[src/rtl/zx_pixel_fetch.sv]
// ZX Spectrum screen fetcher with ping-pong line buffer and 2x RGB444 renderer.
// Define ZX_FLASH_EN to build the frame counter and attribute flash swap.
module zx_pixel_fetch #(
    parameter logic [15:0] BASE     = 16'h4000,
    parameter int          V_TOTAL  = 525,
    parameter int          ACTIVE_W = 512,
    parameter int          ACTIVE_H = 384
) (
    input  logic        clk,
    input  logic        reset,
    input  logic        pix_en,
    input  logic [9:0]  hpos,
    input  logic [9:0]  vpos,
    input  logic        display_on,
    input  logic [2:0]  border,
    output logic        mem_req,
    output logic [15:0] mem_addr,
    input  logic        mem_ack,
    input  logic [7:0]  mem_data,
    output logic [3:0]  red,
    output logic [3:0]  green,
    output logic [3:0]  blue,
    output logic        underrun
);

    typedef enum logic [1:0] {
        IDLE = 2'd0,
        BMP  = 2'd1,
        ATTR = 2'd2
    } state_t;

    localparam logic [9:0] V_LAST  = 10'(V_TOTAL - 1);
    localparam logic [9:0] V_FILL  = 10'd382;
    localparam logic [9:0] W_PAPER = 10'(ACTIVE_W);
    localparam logic [9:0] H_PAPER = 10'(ACTIVE_H);
    localparam logic [15:0] ATTR_BASE = BASE + 16'd6144;

    state_t     state;
    state_t     state_nx;
    logic [4:0] col;
    logic [4:0] col_nx;
    logic [7:0] row;
    logic [7:0] row_nx;
    logic       gap;
    logic       gap_nx;
    logic       underrun_nx;
    logic       wr_en;

    logic       trig_top;
    logic       trig_row;
    logic       trigger;
    logic [7:0] trig_sel;

    logic [7:0] bmp_buf  [64];
    logic [7:0] attr_buf [64];

    // Row r+1 is fetched while row r is on its second VGA line.
    assign trig_top = pix_en && (hpos == 10'd0) && (vpos == V_LAST);
    assign trig_row = pix_en && (hpos == 10'd0) && vpos[0] && (vpos < V_FILL);
    assign trigger  = trig_top || trig_row;
    assign trig_sel = trig_top ? 8'd0 : vpos[8:1] + 8'd1;

    always_ff @(posedge clk or posedge reset) begin
        if (reset) begin
            state    <= IDLE;
            col      <= 5'd0;
            row      <= 8'd0;
            gap      <= 1'b0;
            underrun <= 1'b0;
        end else begin
            state    <= state_nx;
            col      <= col_nx;
            row      <= row_nx;
            gap      <= gap_nx;
            underrun <= underrun_nx;
        end
    end

    always_comb begin
        state_nx    = state;
        col_nx      = col;
        row_nx      = row;
        gap_nx      = gap;
        underrun_nx = underrun;
        wr_en       = 1'b0;
        if (trigger) begin
            if (state != IDLE) begin
                underrun_nx = 1'b1;
            end
            state_nx = BMP;
            col_nx   = 5'd0;
            row_nx   = trig_sel;
            gap_nx   = 1'b1;
        end else if (state != IDLE) begin
            if (gap) begin
                gap_nx = 1'b0;
            end else if (mem_ack) begin
                wr_en  = 1'b1;
                gap_nx = 1'b1;
                unique case (state)
                    BMP: state_nx = ATTR;
                    ATTR: begin
                        if (col == 5'd31) begin
                            state_nx = IDLE;
                        end else begin
                            state_nx = BMP;
                            col_nx   = col + 5'd1;
                        end
                    end
                    default: state_nx = IDLE;
                endcase
            end
        end
    end

    // The gap cycle after every ack forces mem_req low between requests.
    always_comb begin
        mem_req  = (state != IDLE) && !gap;
        mem_addr = 16'd0;
        unique case (state)
            BMP:  mem_addr = BASE + 16'({row[7:6], row[2:0], row[5:3], col});
            ATTR: mem_addr = ATTR_BASE + 16'({row[7:3], col});
            default: mem_addr = 16'd0;
        endcase
    end

    always_ff @(posedge clk) begin
        if (wr_en) begin
            if (state == BMP) begin
                bmp_buf[{row[0], col}] <= mem_data;
            end else begin
                attr_buf[{row[0], col}] <= mem_data;
            end
        end
    end

    logic       paper_area;
    logic [5:0] rd_idx;
    logic [7:0] bmp_byte;
    logic [7:0] attr_byte;
    logic       pix;
    logic       flash_swap;
    logic [2:0] colour;
    logic       bright;

    assign paper_area = (hpos < W_PAPER) && (vpos < H_PAPER);
    assign rd_idx     = {vpos[1], hpos[8:4]};
    assign bmp_byte   = bmp_buf[rd_idx];
    assign attr_byte  = attr_buf[rd_idx];
    assign pix        = bmp_byte[~hpos[3:1]];

`ifdef ZX_FLASH_EN
    logic [4:0] frame_cnt;

    always_ff @(posedge clk or posedge reset) begin
        if (reset) begin
            frame_cnt <= 5'd0;
        end else if (pix_en && (hpos == 10'd0) && (vpos == 10'd0)) begin
            frame_cnt <= frame_cnt + 5'd1;
        end
    end

    assign flash_swap = attr_byte[7] & frame_cnt[4];
`else
    logic unused_flash;

    assign unused_flash = attr_byte[7];
    assign flash_swap   = 1'b0;
`endif

    always_comb begin
        colour = 3'd0;
        bright = 1'b0;
        if (display_on) begin
            if (paper_area) begin
                colour = (pix ^ flash_swap) ? attr_byte[2:0] : attr_byte[5:3];
                bright = attr_byte[6];
            end else begin
                colour = border;
            end
        end
    end

    function automatic logic [3:0] chan(input logic on, input logic br);
        return on ? (br ? 4'hF : 4'hA) : 4'h0;
    endfunction

    always_ff @(posedge clk or posedge reset) begin
        if (reset) begin
            red   <= 4'h0;
            green <= 4'h0;
            blue  <= 4'h0;
        end else if (pix_en) begin
            red   <= chan(colour[1], bright);
            green <= chan(colour[2], bright);
            blue  <= chan(colour[0], bright);
        end
    end

endmodule

[config.mk]
export PLATFORM = sky130hd
export DESIGN_NAME = zx_pixel_fetch
export DESIGN_NICKNAME = d
export VERILOG_FILES = /design/src/rtl/zx_pixel_fetch.sv
export SDC_FILE = /design/constraint.sdc
export NUM_CORES = 1
export LEC_CHECK = 0
export CORE_MARGIN = 5
export CORE_UTILIZATION = 40
export DETAILED_ROUTE_END_ITERATION = 8
export SYNTH_ARGS = -nofsm -noshare
export SYNTH_HDL_FRONTEND = slang
export SYNTH_SLANG_ARGS = --single-unit
[constraint.sdc]
create_clock -name clk -period 4.3 [get_ports clk]
set_input_delay 0.86 -clock clk [delete_from_list [all_inputs] [get_ports clk]]
set_output_delay 0.86 -clock clk [all_outputs]
set_load 0.03 [all_outputs]
==> results by group <==
Floorplan
  – Rows: 114
  – Core area: 96,990 µm²
  – Height of the die: 323.0 µm
  – Ports: between 60 and 70
  – Die W: about 320 µm
  – Die area: 104,400 µm²
  – Starting density of the core: 0.4041

Place
  – Gp weighted congestion: 0.8847
  – Cells after DPL: 3,377
  – Port bufs: 63
  – Post-detail-place hpwl: 60,490 µm

Clock tree
  – CTS Hold Bufs: 0
  – Total CTS buffers: 92
  – Clock Sink Count: 983
  – Root buffer cell: clkbuf_16
  – Clock Pin Slew Worst Setup and Hold Paths: 0.06 ns
  – Longest Clk Path Bufs: 3
  – Max H-tree Level: 3
  – Cts repair resizes: 0
  – CTS tree: yes
  – Worst skew pair latency: 0.66 ns
  – Post-CTS Setup Bufs: 0

Synth
  – Synth area leaders: edfxtp_1, mux4_2, mux2i_1
  – Top-area cell type share of the netlist area: 0.7355
  – Top FF cell, synth: edfxtp_1
  – Post-synth top cells: edfxtp_1, mux4_2, nor2_1
  – Post-synth design cell area: 39,200 µm²
  – Post-synth EDFFs: 960
  – Asr flop ratio synth: 0.02340
  – Post-synthesis sequential area ratio: 0.7502
  – Unique masters post-synth: 62
  – Area leader, netlist: edfxtp_1
  – Top-count cell post-synth: edfxtp_1
  – Synthesized flop and latch total: 983
  – Synthesis Warnings: 0
  – Syn Area/Cell: roughly 19 µm²
  – Syn Inst Count: 2,065

Setup path
  – Worst path buffer plus inverter count: 2
  – Ordered list of cells on the worst path: clkdlybuf4s50_1, nor4_1, nand3_1, nor4_1, and4b_1, nand2b_1, nor3_2, buf_4, nand2_1, nor2_1
  – Largest stage delay, worst path: 0.66 ns
  – Worst path slowest cell: clkdlybuf4s50_1
  – Critical path arrival: 3.98 ns
  – Worst path top cell family by delay: simple AND/OR/NAND/NOR gates
  – Crit end category: flop
  – Critical Path RT: 4.62 ns
  – Type of origin of the critical path: input pin
  – Critical path's most frequent cell: nor4_1
  – Setup CP Type: in -> reg
  – Critical path fanouts, max: 8

Outcome
  – Status: finished, final reports clean

Job
  – Max_cap viols: 0

GRT
  – Gr ovfl total: 0
  – Vias in the first global route: about 20,000
  – Initial antenna violation count: 3
  – Largest net degree at the start of global routing: around 130
  – First-pass GRT wire length: 142,500 µm
  – Gr usage total: 0.1849

Final layout
  – Ant diodes: 0
  – Area of the multi-input gates: about 9000 µm²
  – Fill cells: 8,118
  – FF+latch area: 29,400 µm²
  – Layout cell share with drive strength beyond 1: 0.1987
  – Final Non-Filler Cells: ~3,500
  – Layout Nets: 2,238
  – Post-layout util: 0.4598
  – Layout area overhead: 13.78%

Route
  – Max Used Layer: met5
  – Metal2 WL: approximately 47,000 µm
  – Routed Antenna Nets: 0
  – Final wirelength: around 97,000 µm
  – WL/cell: 27.38 µm
  – DRC: 0
  – Drt initial violations: 2,283
  – Via count: 20,240
  – First-pass iteration count of the detailed router: 5
  – Wl on met1: 41,410 µm
  – Vias/cell: 5.717
  – DR WL met3: 6190 µm

Power and ir drop
  – LEAKAGE: 14.30 nW
  – Pwr/cell area: 448.9 nW/µm²
  – Maximum vdd drop: between 0.0002 and 0.0003 V

Worst hold path
  – Worst Hold Class: reg -> reg

Timing
  – Worst-margin pin slew: between 1 and 1.5 ns
  – Fraction of the cycle the final worst path needs: 0.8534
  – Max Freq: 272.5 MHz
  – Sum Neg Setup Slack: 0 ns
  – Setup violators final: 0
  – Setup Skew: around 0.024 ns
  – Worst relative slew slack: 0.1778
  – Max-slew violation count: 0
  – Final Hold Vio Count: 0
  – Hold Slack: ~0.46 ns
  – Final worst path period need: around 3.7 ns
  – Unrepaired setup endpoints after global routing: false
[registers in the layout, indices dropped and copies added (netlist names)]
register / cells
bmp_buf: 512
blue: 2
underrun: 1
col: 5
green: 2
attr_buf: 448
row: 8
state: 2
gap: 1
red: 2
[worst paths after layout]
check / startpoint / endpoint / slack (ns) / cells after the start
max: hpos[2] / bmp_buf[50][2] / 0.63 / 10
max reg2reg: bmp_buf[43][1] / blue[2] / 1.29 / 8
min: underrun / underrun / 0.46 / 1
min reg2reg: underrun / underrun / 0.46 / 1
max in group asynchronous: reset / blue[1] / 2.83 / 2
min in group asynchronous: reset / underrun / 0.79 / 2
[layer usage]
metal,up-vias,track usage
li1,8638,-
met1,10650,0.2634
met2,812,0.3016
met3,146,0.02878
met4,2,0.04873
met5,-,0
[placed cells by master (no fill, tap or decap), drive strengths merged, types with 6 or more instances in the layout]
cell type      count
a21oi             56
a221oi            29
a22oi             49
a31oi              8
and2              13
buf              103
bufinv             8
clkbuf           110
clkdlybuf4s50     51
clkinv            41
dfrtp             23
edfxtp           960
ha                 7
inv               24
mux2              30
mux2i            129
mux4             179
nand2             64
nand2b             7
nand3             15
nand3b             7
nor2             172
nor2b             12
nor3              14
o211ai             6
o21ai             73
o22ai              7
[power by group]
| group | internal, mW | switching, mW | total (mW) |
|---|---|---|---|
| clock network | 4.50 | 3.43 | 7.93 |
| registers | 10.6 | 0.0542 | 10.6 |
| logic | 0.483 | 0.995 | 1.48 |
| total | 15.5 | 4.48 | 20.0 |
[per-stage QoR]
step	total power [mW]	area, µm²	setup slack [ns]
after global routing	20.63	44600	0.5257
after CTS	20.16	44600	0.6954
after detailed placement	12.29	41690	-0.02800
after floorplan	11.56	39200	0.6267
after global placement	12.29	41690	-0.003638
final	20.02	44600	0.6306
[final cells by class]
type / count / area share
Timing Repair Buffer: 154 / 0.03532
Tap cell: 1276 / 0.03580
Clock buffer: 110 / 0.05457
Inverter: 22 / 0.001852
Multi-Input combinational cell: 942 / 0.2024
Sequential cell: 983 / 0.6593
Clock inverter: 54 / 0.01077
[cells by family after synthesis]
kind of cell    share of synthesized area
compound gates                    0.04466
xor+xnor                         0.002011
fa+ha+maj                        0.002234
buf+inv                           0.01989
flops                              0.7502
mux                                0.1447
other cells                    0.00009567
simple gates                      0.03626
Power figures use the tool's default switching activity.
